===== src/rtl/sobel_frame_loader_if.sv =====
// rtl/sobel_frame_loader_if.sv - pixel stream and SRAM1 write bundle for sobel_frame_loader
// Purpose: groups the 8-bit pixel handshake and the SRAM1 word-write signals.
// Ports:
//   pix_data/pix_valid/pix_sof  pixel byte, valid, first-pixel-of-frame marker
//   pix_ready                   loader accepts the pixel this cycle
//   we1/write_addr1/data1       SRAM1 write enable, word address, packed 64-bit word
// Modports: master = loader side, slave = pixel source / SRAM side.
interface sobel_frame_loader_if;
  logic [7:0]  pix_data;
  logic        pix_valid;
  logic        pix_sof;
  logic        pix_ready;
  logic        we1;
  logic [19:0] write_addr1;
  logic [63:0] data1;

  modport master (
    input  pix_data, pix_valid, pix_sof,
    output pix_ready, we1, write_addr1, data1
  );

  modport slave (
    output pix_data, pix_valid, pix_sof,
    input  pix_ready, we1, write_addr1, data1
  );
endinterface


===== src/rtl/sobel_frame_loader.sv =====
// rtl/sobel_frame_loader.sv - packs a pixel stream into 64-bit SRAM1 words for the Sobel block
// Purpose: accepts 8-bit pixels, packs 8 per word (first pixel in [63:56]), writes
//   FRAME_WORDS words starting at BASE_ADDR, then pulses startEn.
// Ports:
//   clk, reset   clock and synchronous active-high reset
//   getNext      refill request, rising edge starts a new fill from IDLE
//   pix          pixel stream in, SRAM1 write out (sobel_frame_loader_if.master)
//   startEn      one-cycle pulse when a full frame is resident
//   busy         high while waiting for start-of-frame or filling
//   sof_err      sticky: start-of-frame seen mid-frame
//   req_ovr      sticky: getNext edge while not idle
//   frame_cnt    completed frames, wrapping
module sobel_frame_loader #(
  parameter int FRAME_WORDS = 32768,
  parameter int BASE_ADDR   = 0,
  parameter int AUTO_START  = 1
) (
  input  logic                        clk,
  input  logic                        reset,
  input  logic                        getNext,
  sobel_frame_loader_if.master        pix,
  output logic                        startEn,
  output logic                        busy,
  output logic                        sof_err,
  output logic                        req_ovr,
  output logic [7:0]                  frame_cnt
);
  localparam int WCW = (FRAME_WORDS > 1) ? $clog2(FRAME_WORDS) : 1;

  typedef enum logic [1:0] {IDLE, SYNC, FILL, DONE} state_t;
  localparam state_t RST_STATE = (AUTO_START != 0) ? SYNC : IDLE;

  state_t      state_q, state_d;
  logic [2:0]  byte_cnt_q, byte_cnt_d;
  logic [WCW-1:0] word_cnt_q, word_cnt_d;
  logic [63:0] pack_q, pack_d;
  logic        getnext_q, getnext_d;
  logic        pix_ready_q, pix_ready_d;
  logic        we1_q, we1_d;
  logic [19:0] write_addr1_q, write_addr1_d;
  logic [63:0] data1_q, data1_d;
  logic        start_en_q, start_en_d;
  logic        busy_q, busy_d;
  logic        sof_err_q, sof_err_d;
  logic        req_ovr_q, req_ovr_d;
  logic [7:0]  frame_cnt_q, frame_cnt_d;

  logic        accept;
  logic        req_edge;
  logic [63:0] shifted;

  assign accept   = pix.pix_valid & pix_ready_q;
  assign req_edge = getNext & ~getnext_q;
  assign shifted  = {pack_q[55:0], pix.pix_data};

  always_comb begin
    state_d       = state_q;
    byte_cnt_d    = byte_cnt_q;
    word_cnt_d    = word_cnt_q;
    pack_d        = pack_q;
    getnext_d     = getNext;
    we1_d         = 1'b0;
    write_addr1_d = write_addr1_q;
    data1_d       = data1_q;
    start_en_d    = 1'b0;
    sof_err_d     = sof_err_q;
    req_ovr_d     = req_ovr_q;
    frame_cnt_d   = frame_cnt_q;

    case (state_q)
      IDLE: begin
        if (req_edge) state_d = SYNC;
      end
      SYNC: begin
        // Bytes before the first start-of-frame are dropped on the floor.
        if (accept && pix.pix_sof) begin
          pack_d     = shifted;
          byte_cnt_d = 3'd1;
          word_cnt_d = '0;
          state_d    = FILL;
        end
      end
      FILL: begin
        if (accept) begin
          pack_d = shifted;
          if (pix.pix_sof && (byte_cnt_q != 3'd0 || word_cnt_q != '0)) begin
            // Resync: restart the frame at word 0, overwriting what was written.
            sof_err_d  = 1'b1;
            byte_cnt_d = 3'd1;
            word_cnt_d = '0;
          end else begin
            byte_cnt_d = byte_cnt_q + 3'd1;
            if (byte_cnt_q == 3'd7) begin
              we1_d         = 1'b1;
              data1_d       = shifted;
              write_addr1_d = 20'(BASE_ADDR) + 20'(word_cnt_q);
              if (word_cnt_q == WCW'(FRAME_WORDS - 1)) begin
                word_cnt_d = '0;
                state_d    = DONE;
              end else begin
                word_cnt_d = word_cnt_q + 1'b1;
              end
            end
          end
        end
      end
      DONE: begin
        start_en_d  = 1'b1;
        frame_cnt_d = frame_cnt_q + 8'd1;
        state_d     = IDLE;
      end
      default: state_d = RST_STATE;
    endcase

    // Requests are not queued: any edge outside IDLE is only flagged.
    if (req_edge && state_q != IDLE) req_ovr_d = 1'b1;

    pix_ready_d = (state_d == SYNC) || (state_d == FILL);
    busy_d      = pix_ready_d;
  end

  always_ff @(posedge clk) begin
    if (reset) begin
      state_q       <= RST_STATE;
      byte_cnt_q    <= '0;
      word_cnt_q    <= '0;
      pack_q        <= '0;
      getnext_q     <= 1'b0;
      pix_ready_q   <= 1'b0;
      we1_q         <= 1'b0;
      write_addr1_q <= '0;
      data1_q       <= '0;
      start_en_q    <= 1'b0;
      busy_q        <= 1'b0;
      sof_err_q     <= 1'b0;
      req_ovr_q     <= 1'b0;
      frame_cnt_q   <= '0;
    end else begin
      state_q       <= state_d;
      byte_cnt_q    <= byte_cnt_d;
      word_cnt_q    <= word_cnt_d;
      pack_q        <= pack_d;
      getnext_q     <= getnext_d;
      pix_ready_q   <= pix_ready_d;
      we1_q         <= we1_d;
      write_addr1_q <= write_addr1_d;
      data1_q       <= data1_d;
      start_en_q    <= start_en_d;
      busy_q        <= busy_d;
      sof_err_q     <= sof_err_d;
      req_ovr_q     <= req_ovr_d;
      frame_cnt_q   <= frame_cnt_d;
    end
  end

  assign pix.pix_ready   = pix_ready_q;
  assign pix.we1         = we1_q;
  assign pix.write_addr1 = write_addr1_q;
  assign pix.data1       = data1_q;
  assign startEn         = start_en_q;
  assign busy            = busy_q;
  assign sof_err         = sof_err_q;
  assign req_ovr         = req_ovr_q;
  assign frame_cnt       = frame_cnt_q;
endmodule


===== src/flat_wrapper.sv =====
// flat-port wrapper written by rule: the top's interface ports become plain ports
module sobel_frame_loader_flat 
#(
  parameter int FRAME_WORDS = 32768,
  parameter int BASE_ADDR   = 0,
  parameter int AUTO_START  = 1
)
  (clk, reset, getNext, startEn, busy, sof_err, req_ovr, frame_cnt, pix_pix_data, pix_pix_valid, pix_pix_sof, pix_pix_ready, pix_we1, pix_write_addr1, pix_data1);
  sobel_frame_loader_if pix_i ();
  input  logic clk;
  input  logic reset;
  input  logic getNext;
  output logic startEn;
  output logic busy;
  output logic sof_err;
  output logic req_ovr;
  output logic [7:0] frame_cnt;
  input wire logic [$bits(pix_i.pix_data)-1:0] pix_pix_data;
  input wire logic [$bits(pix_i.pix_valid)-1:0] pix_pix_valid;
  input wire logic [$bits(pix_i.pix_sof)-1:0] pix_pix_sof;
  output wire logic [$bits(pix_i.pix_ready)-1:0] pix_pix_ready;
  output wire logic [$bits(pix_i.we1)-1:0] pix_we1;
  output wire logic [$bits(pix_i.write_addr1)-1:0] pix_write_addr1;
  output wire logic [$bits(pix_i.data1)-1:0] pix_data1;
  assign pix_i.pix_data = pix_pix_data;
  assign pix_i.pix_valid = pix_pix_valid;
  assign pix_i.pix_sof = pix_pix_sof;
  assign pix_pix_ready = pix_i.pix_ready;
  assign pix_we1 = pix_i.we1;
  assign pix_write_addr1 = pix_i.write_addr1;
  assign pix_data1 = pix_i.data1;
  sobel_frame_loader #(.FRAME_WORDS(FRAME_WORDS), .BASE_ADDR(BASE_ADDR), .AUTO_START(AUTO_START)) u_core (.clk(clk), .reset(reset), .getNext(getNext), .pix(pix_i), .startEn(startEn), .busy(busy), .sof_err(sof_err), .req_ovr(req_ovr), .frame_cnt(frame_cnt));
endmodule

===== config.mk =====
export PLATFORM = sky130hd
export DESIGN_NAME = sobel_frame_loader_flat
export DESIGN_NICKNAME = d
export VERILOG_FILES = /design/src/rtl/sobel_frame_loader_if.sv /design/src/rtl/sobel_frame_loader.sv /design/src/flat_wrapper.sv
export SDC_FILE = /design/constraint.sdc
export NUM_CORES = 1
export LEC_CHECK = 0
export CAP_MARGIN = 40
export CORE_UTILIZATION = 47
export CTS_BUF_LIST = sky130_fd_sc_hd__clkbuf_16
export DETAILED_ROUTE_END_ITERATION = 16
export GPL_ROUTABILITY_DRIVEN = 0
export GPL_TIMING_DRIVEN = 0
export PLACE_DENSITY_LB_ADDON = 0.25
export SLEW_MARGIN = 20
export SYNTH_ARGS = -nofsm -noshare
export SYNTH_HDL_FRONTEND = slang
export SYNTH_SLANG_ARGS = --single-unit

===== constraint.sdc =====
create_clock -name clk -period 2.3 [get_ports clk]
set_clock_uncertainty 0.2 [all_clocks]
set_input_delay 0.575 -clock clk [delete_from_list [all_inputs] [get_ports clk]]
set_output_delay 0.575 -clock clk [all_outputs]
set_load 0.02 [all_outputs]

==> flow_metrics.py, run 1 <==
metrics = {
    "outcome": {
        "status": "finished, violations left",
        "violations": "setup timing",
    },
    "detailed_routing": {
        "vias": 5904,
        "ant_nets": 0,
        "firstDrtPassIters": 5,
        "drt_iter0_drc": 270,
        "routedWlPerCell_um": 14.6,
        "wirelength_um": 16500,
        "drc_errors": 0,
        "vias_per_cell": 5.20,
    },
    "grt": {
        "grt_pass1_wl_um": 27200,
        "grt_pass1_vias": 5565,
        "grt.met1_usage_pct": 31.4,
        "gr-usage-all-layers_pct": 24.3,
        "met2_usage_pct": 38.5,
        "overflow": 0,
        "busiest_layer": "met2",
        "use_met3_pct": 7.09,
        "grt_max_degree": 17,
        "grt_antenna_before_repair": 0,
    },
    "floorplan": {
        "die_area_mm2": 0.0141,
        "initial_core_util_pct": 48.3,
        "coreArea_mm2": 0.0132,
        "ios": 111,
        "die_w_um": 119,
        "fp.dieH_um": 119,
        "row_count": 42,
    },
    "sta": {
        "rsz0062_at_grt": "yes",
        "period_share_pct": 112,
        "max_slew_margin_pct": 56.3,
        "tightest_slew_ps": 656,
        "period_minus_slack_ps": 2570,
        "setup_ws_ps": -271,
        "fmax_mhz": 389,
        "hold_viol": 0,
        "drv_slew": 0,
        "finalSetupViolations": 100,
    },
    "placement": {
        "post-place-ws_ps": -782,
        "port_buffers": 104,
        "dpl.hpwl_um": 10600,
    },
    "critical_path": {
        "crit_path_top_delay_cell": "or4b_4",
        "critPathBufInv": 3,
        "startpoint_type": "flip-flop",
        "cp_slowest_stage_delay_ps": 480,
        "endpoint_kind": "flip-flop",
        "arrival_ps": 2660,
        "worstSetupPathType": "flip-flop to flip-flop",
        "crit_family": "simple AND/OR/NAND/NOR gates",
        "crit_fanout": 10,
        "crit_chain": "inv_4 > ha_4 > or4b_4 > o41ai_4 > buf_4 > nand3_4 > clkbuf_8 > nand2_1 > a21oi_2",
        "worst-endpoint-required_ps": 2390,
    },
    "worst_hold_path": {
        "hp-class": "flip-flop to flip-flop",
    },
    "yosys": {
        "synthTopCellsByArea": "dfxtp_1, nand2_1, a21oi_1, clkbuf_1, ha_1",
        "synth_edf_count": 0,
        "synth_most_common_cell": "nand2_1",
        "syn_area_mm2": 0.00640,
        "yosysWarnings": 0,
        "synth.distinct_cells": 44,
        "ys_seq_area_share_pct": 52.9,
        "syn_inst": 795,
        "async_flop_share_pct": 0,
        "syn_avg_cell_area_um2": 8.05,
        "netlist.area_leader.share_pct": 52.9,
        "synth_seq_cells": 169,
        "yosysTopAreaCell": "dfxtp_1",
        "synth_flop_cell": "dfxtp_1",
        "netlist_top_cells_count": "nand2_1, dfxtp_1, a21oi_1",
    },
    "power": {
        "powerDensity_mw_per_mm2": 871,
        "ir_drop_v": 0.000540,
        "power.leakage_nw": 3.08,
        "report.power.total_mw": 7.84,
    },
    "clock_tree": {
        "cts.htree.levels": 4,
        "cts_buffer_depth": 2,
        "clock_latency_ps": 420,
        "root_buffer": "clkbuf_16",
        "cts_buffers": 17,
        "cts.clk_slew.worst_paths_ps": 60,
        "clock_sinks": 169,
        "cts_tree": "built",
        "hold_buffers": 0,
    },
    "job": {
        "cap_violations": 0,
    },
    "finish": {
        "final_nets": 971,
        "synthToLayoutAreaGrowth_pct": 40.6,
        "drive_gt1_share_pct": 15.1,
        "n_antenna_cell": 0,
    },
}
## layout make-up
type | instances | area, µm²
Buffer | 54 | 427
Clock buffer | 17 | 425
Clock inverter | 14 | 166
Fill cell | 1129 | 4250
Inverter | 15 | 58.8
Multi-Input combinational cell | 561 | 2950
Sequential cell | 169 | 3390
Tap cell | 176 | 220
Timing Repair Buffer | 130 | 1350
## state kept, by name (all words and copies together), names as in the netlist, 2 cells and up
name / count
u_core.byte_cnt_q: 3
u_core.pix.write_addr1: 15
u_core.frame_cnt: 8
u_core.state_q: 2
u_core.word_cnt_q: 15
u_core.pack_q: 56
u_core.pix.data1: 64
## timing repair
| item | CTS | global route |
|---|---|---|
| gates resized for setup | 106 | 35 |
| endpoints found under the setup margin | 158 | 157 |
| buffers inserted | 18 | 3 |
| gates cloned | 6 | 0 |
| pin swaps | 14 | 11 |
## path summary, 6_finish.rpt
check	start	to	slack, ps	cells past startpoint
setup / recovery	u_core.word_cnt_q[0]$_SDFFE_PP0P_	u_core.pix.data1[62]$_SDFFE_PP0P_	-270	9
hold / removal	u_core.pix.data1[41]$_SDFFE_PP0P_	u_core.pix.data1[41]$_SDFFE_PP0P_	250	2
setup reg to reg	u_core.word_cnt_q[0]$_SDFFE_PP0P_	u_core.pix.data1[62]$_SDFFE_PP0P_	-270	9
hold reg to reg	u_core.pix.data1[41]$_SDFFE_PP0P_	u_core.pix.data1[41]$_SDFFE_PP0P_	250	2
## worst reg2reg max path: cells and delay by family, from the launching register on
family / cells / cell delay, ps
adder cells (fa/ha/maj): 1 / 120
flip-flops: 1 / 360
buffers and inverters: 3 / 510
AO/OA/AOI/OAI: 2 / 440
AND/OR/NAND/NOR: 3 / 810
## per-stage QoR
| step | TNS (ps) | utilization (%) | cells | hold WS [ps] | area [µm²] |
|---|---|---|---|---|---|
| final | -20850 | 67.9 | 1136 | 252 | 8990 |
| after detailed placement | -92930 | 58.2 | 1079 | 245 | 7710 |
| after floorplan | -33.7 | - | 799 | 232 | 6440 |
| after global routing | -25830 | 67.9 | 1136 | 268 | 8990 |
| after CTS | -16900 | 67.1 | 1133 | 254 | 8890 |
| after global placement | -88670 | 58.2 | 1079 | 238 | 7710 |
## where the power goes
part	switching [mW]	internal [mW]
sequential	0.103	3.05
clock	1.11	1.78
combinational	1.10	0.699
total	2.31	5.53
## cell usage in the layout (no fill, tap or decap), types with 4 or more instances in the layout
cell type / count
nand2_1: 275
dfxtp_1: 164
a21oi_1: 141
clkdlybuf4s50_1: 103
buf_6: 18
clkbuf_1: 18
clkbuf_16: 17
inv_1: 16
buf_4: 16
nor2_1: 14
or3_1: 12
a21oi_2: 12
nand2_2: 10
o21ai_0: 8
clkbuf_8: 8
clkbuf_2: 7
nand4_1: 7
nand3_1: 7
ha_1: 6
and3_1: 5
conb_1: 5
clkbuf_4: 4
xnor2_1: 4
xor2_1: 4
buf_8: 4
bufinv_16: 4
## layer usage
metal | routed length, µm | part of all wire, % | vias up
li1 | - | - | 2931
met4 | 323 | 2.0 | 0
met3 | 1060 | 6.4 | 27
met1 | 7530 | 45 | 2758
met5 | 0 | 0 | -
met2 | 7640 | 46 | 188
## cell families (layout without fill, tap and decap cells)
family | Yosys count | in the layout | synth area share, %
xor+xnor | 8 | 8 | 1.10
buf+inv | 70 | 230 | 4.89
simple gates | 355 | 355 | 23.2
mux | 1 | 1 | 0.156
other cells | 1 | 5 | 0.0586
fa+ha+maj | 10 | 10 | 1.96
compound gates | 181 | 182 | 15.8
flops | 169 | 169 | 52.9
Note: power is estimated with default switching activity, not from simulation.
==> inputs of run 2 (changes only) <==
--- a/config.mk
+++ b/config.mk
@@ -6,7 +6,7 @@
 export NUM_CORES = 1
 export LEC_CHECK = 0
 export CAP_MARGIN = 40
-export CORE_UTILIZATION = 47
+export CORE_UTILIZATION = 52
 export CTS_BUF_LIST = sky130_fd_sc_hd__clkbuf_16
 export DETAILED_ROUTE_END_ITERATION = 16
 export GPL_ROUTABILITY_DRIVEN = 0
==> constraint.sdc (replaced) <==
create_clock -name clk -period 2.59 [get_ports clk]
set_clock_uncertainty 0.2 [all_clocks]
set_input_delay 0.6475 -clock clk [delete_from_list [all_inputs] [get_ports clk]]
set_output_delay 0.6475 -clock clk [all_outputs]
set_load 0.02 [all_outputs]
==> run 2 against run 1 <==
Effect of this change: the run still ends with setup timing left; count of clock-buffer cells in the layout unchanged; sequential power down 11%; total power down 16%; critical endpoint is now u_core.pix.write_addr1[12]$_SDFFE_PP0P_; largest cell class unchanged.
==> flow_metrics.py, run 2 (synthesis gave the netlist of run 1 again) <==
metrics = {
    "job": {
        "cap_violations": 0,
    },
    "detailed_routing": {
        "ant_nets": 0,
        "drc_errors": 0,
        "vias_per_cell": 5.35,
        "wirelength_um": 16200,
        "drt_iter0_drc": 475,
        "routedWlPerCell_um": 14.9,
        "firstDrtPassIters": 5,
        "vias": 5847,
    },
    "floorplan": {
        "die_area_mm2": 0.0127,
        "ios": 111,
        "coreArea_mm2": 0.0120,
        "row_count": 40,
        "fp.dieH_um": 113,
        "initial_core_util_pct": 53.3,
        "die_w_um": 113,
    },
    "placement": {
        "dpl.hpwl_um": 10300,
        "port_buffers": 104,
        "post-place-ws_ps": -653,
    },
    "finish": {
        "multi_input_area_mm2": 0.00303,
        "final_nets": 955,
        "final_core_util_pct": 73.5,
        "layout_commonest_cell": "nand2_1",
        "fillCellCount": 926,
        "largest_reg_flops": 64,
        "ff_latch_area_mm2": 0.00339,
        "synthToLayoutAreaGrowth_pct": 38.0,
        "drive_gt1_share_pct": 15.8,
        "n_antenna_cell": 0,
        "final_cell_mix": "nand2_1, dfxtp_1, a21oi_1, clkdlybuf4s50_1, a21oi_2",
    },
    "outcome": {
        "status": "finished, violations left",
        "violations": "setup timing",
    },
    "critical_path": {
        "r2r-start": "u_core.word_cnt_q[1]$_SDFFE_PP0P_",
        "startpoint_type": "flip-flop",
        "arrival_ps": 2770,
        "endpoint": "u_core.pix.write_addr1[12]$_SDFFE_PP0P_",
        "r2r_end": "u_core.pix.write_addr1[12]$_SDFFE_PP0P_",
        "crit_fanout": 8,
        "worstSetupPathType": "flip-flop to flip-flop",
        "crit_start": "u_core.word_cnt_q[1]$_SDFFE_PP0P_",
        "r2r_cells": 10,
        "endpoint_kind": "flip-flop",
        "worst-endpoint-required_ps": 2740,
        "regToRegSetupSlack_ps": -30,
    },
    "grt": {
        "grt_antenna_before_repair": 0,
        "grt_pass1_vias": 5161,
        "grt_max_degree": 20,
        "grt_pass1_wl_um": 25000,
        "gr-usage-all-layers_pct": 24.6,
        "overflow": 0,
    },
    "sta": {
        "finalSetupViolations": 6,
        "fmax_mhz": 382,
        "tightest_slew_ps": 711,
        "drv_slew": 0,
        "max_slew_margin_pct": 52.6,
        "period_share_pct": 101,
        "period_minus_slack_ps": 2620,
        "hold_viol": 0,
        "rsz0062_at_grt": "yes",
        "setup_ws_ps": -29.1,
        "hold_slack_ps": 253,
    },
    "clock_tree": {
        "root_buffer": "clkbuf_16",
        "cts_buffer_depth": 2,
        "clock_latency_ps": 420,
        "cts_tree": "built",
        "cts_buffers": 17,
        "clock_sinks": 169,
        "hold_buffers": 0,
        "cts.clk_slew.worst_paths_ps": 70,
        "cts.htree.levels": 4,
    },
    "power": {
        "report.power.total_mw": 6.59,
        "powerDensity_mw_per_mm2": 746,
        "ir_drop_v": 0.000358,
        "power.leakage_nw": 3.12,
    },
    "worst_hold_path": {
        "hp-class": "flip-flop to flip-flop",
    },
}
-- run 2: cell types whose count changed in the layout (fill, tap and decap cells not counted), moves of 4 or more --
cell,change
nand2_4,+12
clkbuf_16,+6
clkinv_4,+4
clkbuf_2,+8
buf_4,-6
nand2_1,-13
inv_8,+5
clkbuf_8,-8
clkbuf_4,-4
buf_6,-15
a21oi_1,-18
a21oi_2,+18
-- run 2: layer usage --
metal | global-route usage, % | vias to the layer above | wire length, µm
met5 | 0 | - | 0
met4 | 8.25 | 0 | 291
met3 | 6.59 | 27 | 1120
met2 | 37.8 | 197 | 7350
met1 | 33.5 | 2724 | 7490
li1 | - | 2899 | -
-- run 2: final cells by class --
class / instances / share of cell area [%]
buffer: 53 / 3.93
timing repair buffer: 115 / 14.0
clock buffer: 17 / 4.82
sequential: 169 / 38.4
multi-input combinational: 561 / 34.3
clock inverter: 15 / 1.81
inverter: 15 / 0.666
tap: 147 / 2.08
-- run 2: stage by stage --
| stage | area (µm²) | TNS [ps] | instances |
|---|---|---|---|
| after floorplan | 6410 | 0 | 799 |
| after global placement | 7640 | -70110 | 1050 |
| after detailed placement | 7640 | -75740 | 1050 |
| after CTS | 8290 | 0 | 1081 |
| after global routing | 8830 | -3060 | 1092 |
| final | 8830 | -58.5 | 1092 |
-- run 2: what timing repair did --
| item | 4_1_cts | 5_1_grt |
|---|---|---|
| endpoints found under the setup margin | 154 | 156 |
| resized for setup | 24 | 108 |
| buffers inserted | 0 | 4 |
| pin swaps | 4 | 29 |
| cloned | 0 | 8 |
-- run 2: worst min path at each step --
stage,from,to,slack (ps),cells past startpoint
after floorplan,u_core.pack_q[48]$_SDFFE_PP0P_,u_core.pix.data1[56]$_SDFFE_PP0P_,230,2
after global placement,u_core.pix.data1[0]$_SDFFE_PP0P_,u_core.pix.data1[0]$_SDFFE_PP0P_,240,2
after detailed placement,u_core.pix.data1[32]$_SDFFE_PP0P_,u_core.pix.data1[32]$_SDFFE_PP0P_,250,2
after CTS,u_core.pix.data1[32]$_SDFFE_PP0P_,u_core.pix.data1[32]$_SDFFE_PP0P_,250,2
after global routing,u_core.pack_q[48]$_SDFFE_PP0P_,u_core.pix.data1[56]$_SDFFE_PP0P_,270,2
final,u_core.pix.data1[46]$_SDFFE_PP0P_,u_core.pix.data1[46]$_SDFFE_PP0P_,250,2
-- run 2: critical path: stages, from the launching register on --
cell and delay, ps:
dfxtp_4 350, inv_2 60, ha_4 120, or4b_4 490, o41ai_4 350, buf_4 190
and3_4 230, buf_12 170, clkbuf_16 170, nand2_2 60, a21oi_2 130
-- run 2: where the power goes --
part | internal [mW] | switching (mW)
combinational | 0.424 | 0.847
sequential | 2.70 | 0.103
clock | 1.37 | 1.14
